--- config.mk ---
export PLATFORM = sky130hd
export DESIGN_NAME = bin2bcd_latch
export DESIGN_NICKNAME = d
export VERILOG_FILES = /design/src/rtl/bcd_pkg.sv /design/src/rtl/bcd_add3.sv /design/src/rtl/bin2bcd_latch.sv
export SDC_FILE = /design/constraint.sdc
export NUM_CORES = 1
export LEC_CHECK = 0
export ABC_AREA = 1
export BUFFER_PORTS_ARGS = -buffer_cell sky130_fd_sc_hd__clkbuf_2
export CORE_ASPECT_RATIO = 0.8
export CORE_UTILIZATION = 45
export CTS_CLUSTER_SIZE = 20
export DETAILED_ROUTE_END_ITERATION = 10
export GPL_TIMING_DRIVEN = 1
export REMOVE_ABC_BUFFERS = 1
export SLEW_MARGIN = 20
export SYNTH_ARGS = -nofsm -noshare
export SYNTH_HDL_FRONTEND = slang
export SYNTH_HIERARCHICAL = 1
export SYNTH_SLANG_ARGS = --single-unit
--- constraint.sdc ---
create_clock -name iCLK -period 7.72 [get_ports iCLK]
set_input_delay 1.544 -clock iCLK [delete_from_list [all_inputs] [get_ports iCLK]]
set_output_delay 1.544 -clock iCLK [all_outputs]
set_load 0.005 [all_outputs]
--- src/rtl/bcd_pkg.sv ---
// Shared types and codes for the sequential binary-to-BCD converter.
package bcd_pkg;

    typedef enum logic [1:0] {
        IDLE,
        SHIFT,
        LATCH
    } state_t;

    typedef logic [3:0] digit_t;

    // The 7-segment decoder blanks on 4'hA and renders 4'hF as "F".
    localparam digit_t BLANK_CODE = 4'hA;
    localparam digit_t OVF_CODE   = 4'hF;

endpackage

--- src/rtl/bcd_add3.sv ---
// Single-digit double-dabble correction: add 3 when the digit is 5 or more.
import bcd_pkg::*;

module bcd_add3 (
    input  logic [3:0] dig_i,
    output logic [3:0] dig_o
);

    assign dig_o = (dig_i >= 4'd5) ? dig_i + 4'd3 : dig_i;

endmodule

--- src/rtl/bin2bcd_latch.sv ---
// Shift-add-3 binary-to-BCD converter, one bit per clock, latched outputs.
// Optional macro LEADING_ZERO_BLANK_EN blanks digits above the top nonzero one.
import bcd_pkg::*;

module bin2bcd_latch #(
    parameter int BIN_W  = 27,
    parameter int DIGITS = 8
) (
    input  logic                iCLK,
    input  logic                iRST,
    input  logic                iStart,
    input  logic [BIN_W-1:0]    iBin,
    output logic                oBusy,
    output logic                oDone,
    output logic [4*DIGITS-1:0] oBCD,
    output logic                oOverflow
);

    localparam int CNT_W = $clog2(BIN_W + 1);
    localparam int BCD_W = 4 * DIGITS;

    state_t             state_q, state_d;
    logic [BIN_W-1:0]   sh_q, sh_d;
    logic [BCD_W-1:0]   scr_q, scr_d;
    logic               ovf_q, ovf_d;
    logic [CNT_W-1:0]   cnt_q, cnt_d;
    logic [BCD_W-1:0]   bcd_q, bcd_d;
    logic               ovfo_q, ovfo_d;
    logic               done_q, done_d;
    logic [BCD_W-1:0]   corr;
    logic [BCD_W-1:0]   latch_val;

    genvar g;
    generate
        for (g = 0; g < DIGITS; g++) begin : g_add3
            bcd_add3 u_add3 (
                .dig_i (scr_q[4*g +: 4]),
                .dig_o (corr[4*g +: 4])
            );
        end
    endgenerate

`ifdef LEADING_ZERO_BLANK_EN
    logic lead;

    always_comb begin
        lead      = 1'b1;
        latch_val = scr_q;
        // Digit 0 is excluded so a zero value still shows one "0".
        for (int i = DIGITS - 1; i > 0; i--) begin
            if (lead && (scr_q[4*i +: 4] == 4'd0)) begin
                latch_val[4*i +: 4] = BLANK_CODE;
            end else begin
                lead = 1'b0;
            end
        end
        if (ovf_q) begin
            latch_val = {DIGITS{OVF_CODE}};
        end
    end
`else
    always_comb begin
        latch_val = ovf_q ? {DIGITS{OVF_CODE}} : scr_q;
    end
`endif

    always_comb begin
        state_d = state_q;
        sh_d    = sh_q;
        scr_d   = scr_q;
        ovf_d   = ovf_q;
        cnt_d   = cnt_q;
        bcd_d   = bcd_q;
        ovfo_d  = ovfo_q;
        done_d  = 1'b0;
        unique case (state_q)
            IDLE: begin
                if (iStart) begin
                    sh_d    = iBin;
                    scr_d   = '0;
                    ovf_d   = 1'b0;
                    cnt_d   = '0;
                    state_d = SHIFT;
                end
            end
            SHIFT: begin
                scr_d = {corr[BCD_W-2:0], sh_q[BIN_W-1]};
                sh_d  = {sh_q[BIN_W-2:0], 1'b0};
                // A bit falling off the top digit means the value is too big.
                ovf_d = ovf_q | corr[BCD_W-1];
                cnt_d = cnt_q + 1'b1;
                if (cnt_q == CNT_W'(BIN_W - 1)) begin
                    state_d = LATCH;
                end
            end
            LATCH: begin
                bcd_d   = latch_val;
                ovfo_d  = ovf_q;
                done_d  = 1'b1;
                state_d = IDLE;
            end
            default: begin
                state_d = IDLE;
            end
        endcase
    end

    always_ff @(posedge iCLK or posedge iRST) begin
        if (iRST) begin
            state_q <= IDLE;
            sh_q    <= '0;
            scr_q   <= '0;
            ovf_q   <= 1'b0;
            cnt_q   <= '0;
            bcd_q   <= '0;
            ovfo_q  <= 1'b0;
            done_q  <= 1'b0;
        end else begin
            state_q <= state_d;
            sh_q    <= sh_d;
            scr_q   <= scr_d;
            ovf_q   <= ovf_d;
            cnt_q   <= cnt_d;
            bcd_q   <= bcd_d;
            ovfo_q  <= ovfo_d;
            done_q  <= done_d;
        end
    end

    assign oBusy     = (state_q != IDLE);
    assign oDone     = done_q;
    assign oBCD      = bcd_q;
    assign oOverflow = ovfo_q;

endmodule
-- After elaboration in Yosys (flattened, before gate mapping)
Cells that the tools add are included.
- add/sub/neg operators: 9
- $lt $le $gt $ge: 8
- equal/unequal tests: 5
- muxes and demuxes: 21
- bitwise logic cells: 1
- reductions and logical operators: 5
- operators by type and width (cell ; count):
    $mux W32 ; 2
    $pmux W32 S2 ; 1
    $pmux W27 S2 ; 1
    $add A4 B2 Y4 const B ; 8
    $ge A4 B3 Y1 const B ; 8
    $mux W4 ; 8
    $mux W27 ; 1
    $pmux W5 S2 ; 1
    $add A5 B1 Y5 const B ; 1
    $eq A5 B5 Y1 const B ; 1
    $mux W5 ; 1
    $mux W2 ; 2
    $ne A2 B2 Y1 const B ; 2
    $pmux W2 S2 ; 1
    $reduce_and A2 Y1 ; 2
    $reduce_bool A2 Y1 ; 2
    $eq A2 B1 Y1 const B ; 1
    $eq A2 B2 Y1 const B ; 1
    $logic_not A2 Y1 ; 1
    $mux W1 ; 2
    $pmux W1 S2 ; 1
    $or A1 B1 Y1 ; 1
- flip-flop bits (word level): 101
- input port bits: 30
- output and inout bits: 35
- word-level logic and storage cells: 57

-- Depth between registers and ports, before layout
- depth in word-level cells: 4
- depth in mapped cells: 9
- depth with buffers taken out: 9

-- Hierarchy
The synthesis kept the hierarchy.
- modules (own cells, without submodules) (module ; instances ; cells each ; area each (µm²) ; sequential area each (µm²)):
    bin2bcd_latch ; 1 ; 469 ; 4212.8 ; 2527.4
    bcd_add3 ; 8 ; 23 ; 135.1 ; 0.0

-- Worst setup path after synthesis
No wires, ideal clock.
- path kind: register -> output
- start point: register state_q[0]
- end point: output oBusy
- arrival: 779 ps
- setup slack: 5397 ps
- stages on the path, launching flop included: 4
- buffers on the path: 1
- path through: dfrtp_1 -> nor2_1 -> buf_2 -> inv_1
- word-level cells in the longest chain between the ends: 1
- RTL lines (what ; line ; text):
    start: declaration ; bin2bcd_latch.sv:22 ; state_t state_q, state_d;
    start signal: assignment ; bin2bcd_latch.sv:119 ; state_q <= state_d;
    $reduce_bool A2 Y1 ; bin2bcd_latch.sv:130 ; assign oBusy = (state_q != IDLE);
    end: declaration ; bin2bcd_latch.sv:13 ; output logic oBusy,
Every way passes these cells.

-- Worst setup path in the final report
- start point: input iStart
- end point: register scr_q[31]
- word-level cells in the longest chain between the ends: 2
- RTL lines (what ; line ; text):
    start: declaration ; bin2bcd_latch.sv:11 ; input logic iStart,
    $ne A2 B2 Y1 (no source line) ; -- ;
    $reduce_and A2 Y1 (no source line) ; -- ;
    end signal: assignment ; bin2bcd_latch.sv:121 ; scr_q <= scr_d;
    end: declaration ; bin2bcd_latch.sv:24 ; logic [BCD_W-1:0] scr_q, scr_d;
Every way passes these cells.
A chain may end at the register's enable or synchronous reset.

==> impl_metrics.json <==
{
  "cts_buffer_depth": 2,
  "worst_slew_pin_slew_ns": 1.01,
  "status": "finished, final reports clean",
  "wl_mm": 11.0,
  "wl_met1_mm": 5.52,
  "gr-total-overflow": 0,
  "reg2reg_depth": 5,
  "yosysWarnings": 6,
  "antenna_found_initial": 0,
  "pwr-share-clk_pct": 18.9,
  "syn_area_um2": 5290,
  "ys_seq_area_share_pct": 47.7,
  "synth_top_area_share_pct": 47.7,
  "min_path_cells": 2,
  "crit_start": "iStart",
  "skew_ns": 0.00736,
  "grt_pass1_vias": 4139,
  "grtUsageTotal_pct": 19.5,
  "clkLatencyLatePin_ns": 0.35,
  "initial_core_util_pct": 46.1,
  "post_cts_buffers": 0,
  "hold_buffers": 0,
  "synthTopCellsByArea": "dfrtp_1 48%, nand2_1 11%, nand3_1 11%, nor2_1 4.4%, ha_1 4.3%",
  "slowest_delay_ns": 0.73,
  "firstDrtPassIters": 5,
  "dp_cells": 836,
  "startpoint_type": "primary input",
  "slew_headroom_pct": 32.7,
  "drc_errors": 0,
  "die_area_um2": 12200,
  "cts_root_buf": "clkbuf_16",
  "hold_viol_final": 0,
  "io_pins": 65,
  "synthToLayoutAreaGrowth_pct": 11.6,
  "cts_made_buffers": 9,
  "die_x_um": 123,
  "dp.final_hpwl_mm": 6.94,
  "setup_ws_ns": 4.45,
  "fin_util_pct": 51.5,
  "route.top_layer_used": "met4",
  "core_um2": 11500,
  "p_leak_nw": 2.94,
  "cp.arrival_ns": 3.47,
  "dpl_worst_slack_ns": 4.07,
  "clock_sinks": 101,
  "placement.io_buffers": 64,
  "path_cells": "clkbuf_2 -> nand2_2 -> nand2_2 -> o21ai_0",
  "p_sw_w": 0.000949,
  "placed_cell_area_um2": 5640,
  "syn_area_per_cell_um2": 8.11,
  "die_y_um": 99.0,
  "power.density_nw_per_um2": 378,
  "tns_ns": 0,
  "r2r_slack_ns": 5.37,
  "layout_common_cells": "156 x nand2_1, 115 x nand3_1, 101 x dfrtp_1",
  "crit_path_top_delay_cell": "nand2_2",
  "drt_iter0_drc": 240,
  "setup_violations": 0,
  "grt_pass1_wl_mm": 18.9,
  "r2r_start": "state_q[1]",
  "path_class": "in2reg",
  "yosys.area.top_type": "dfrtp_1",
  "drv_cap": 0,
  "vias_per_cell": 5.09,
  "p_sw_share_pct": 42.5,
  "layout_commonest_cell": "nand2_1",
  "num_antenna_cells": 0,
  "end_kind": "register",
  "crit_top_cell": "nand2_2",
  "grt_max_degree": 76,
  "gp_congestion": 0.839,
  "combPwrFrac_pct": 41.7,
  "fmaxAchievable_ghz": 0.306,
  "stdcell_count": 852,
  "ant_nets": 0,
  "wl_per_cell_um": 12.9,
  "p_int_w": 0.00128,
  "vias": 4334,
  "reg2reg_to": "cnt_q[4]",
  "period_share_pct": 42.3,
  "cp_data_required_time_ns": 7.92,
  "nets": 747,
  "ir_worst_vdd_mv": 0.131,
  "endpoint": "scr_q[31]",
  "wl_met3_um": 389,
  "fp-row-count": 35,
  "synth.distinct_cells": 22,
  "hold_path_class": "reg2reg",
  "syn_inst": 653,
  "clkTransAtPathRegs_ns": 0.06,
  "critPathMaxFanout": 50,
  "final_area_um2": 5910,
  "n_fill_cell": 1129,
  "drv_slew": 0,
  "cts_tree": "done",
  "drive_above_1_share_pct": 19.6,
  "rsz0062_at_grt": "false",
  "seqPwrFrac_pct": 39.5,
  "ys_ff_latch": 101,
  "dr_wl_met2_mm": 4.98,
  "cts_resized": 0,
  "period_minus_slack_ns": 3.27,
  "h-tree-depth": 3
}
worst min-delay path by stage:
stage                     slack [ns]       end  startpoint
after floorplan                 0.45  scr_q[0]    sh_q[26]
after global placement          0.46  oBCD[12]    oBCD[12]
after detailed placement        0.47  scr_q[0]    sh_q[26]
after CTS                       0.49   oBCD[2]     oBCD[2]
after global routing            0.50  oBCD[15]    oBCD[15]
final                           0.48  oBCD[15]    oBCD[15]
cells by family (layout without fill, tap and decap cells):
logic type / count (synthesis) / in the layout / share of synthesized area, %
compound gates: 82 / 82 / 8.89
fa+ha+maj: 18 / 18 / 4.25
buf+inv: 89 / 140 / 7.63
flops: 101 / 101 / 47.7
simple gates: 363 / 363 / 31.5
layout make-up:
type,count,area (um2),share of cell area (%)
flip-flops and latches,101,2530,42.8
multi-input cells,463,2360,40.0
repair buffers,66,335,5.68
clock buffers,13,250,4.24
inverters,58,224,3.79
well taps,148,185,3.13
clock inverters,3,21.3,0.360
flip-flops by register name (all words and copies together), names as in the netlist:
register   count
oBCD          32
scr_q         32
sh_q          27
cnt_q          5
state_q        2
oDone          1
oOverflow      1
ovf_q          1
Yosys cell counts:
cell type  instances
nor2_2             1
o21ai_2            8
ha_1              18
nand2_2           11
clkbuf_1           2
inv_4              1
inv_2             11
buf_4              5
nand3_1          115
buf_6              3
a21oi_1           14
nand2_1          156
o21ai_1           10
inv_1             46
nor2_4            16
buf_2             21
nor2_1            62
dfrtp_1          101
nand2_4            1
o21ai_0           42
a21oi_2            8
nand4_1            1
stage by stage:
step | power [W] | hold slack, ns
final | 0.00223 | 0.483
after global placement | 0.00179 | 0.465
after global routing | 0.00244 | 0.505
after CTS | 0.00226 | 0.488
after detailed placement | 0.00182 | 0.471
after floorplan | 0.00160 | 0.450
critical path, delay by kind of cell:
family / cells / cell delay (ns)
buffers and inverters: 1 / 0.45
AOI/OAI and AO/OA: 1 / 0.15
and+or+nand+nor: 2 / 1.30
power groups by stage:
| stage | clock (W) | combinational, W | sequential (W) |
|---|---|---|---|
| 5_1_grt | 0.000452 | 0.00108 | 0.000910 |
| 6_report | 0.000421 | 0.000930 | 0.000881 |
| 3_3_place_gp | 0 | 0.000906 | 0.000879 |
| 4_1_cts | 0.000434 | 0.000943 | 0.000879 |
| 3_5_place_dp | 0 | 0.000939 | 0.000885 |
| 2_1_floorplan | 0 | 0.000757 | 0.000839 |
metal layers:
layer | global-route usage [%] | vias to the layer above
li1 | - | 2192
met1 | 26.7 | 2062
met2 | 31.3 | 70
met3 | 4.17 | 10
met4 | 4.91 | 0
met5 | 0 | -
No activity file was read; power rests on OpenSTA's default activity.
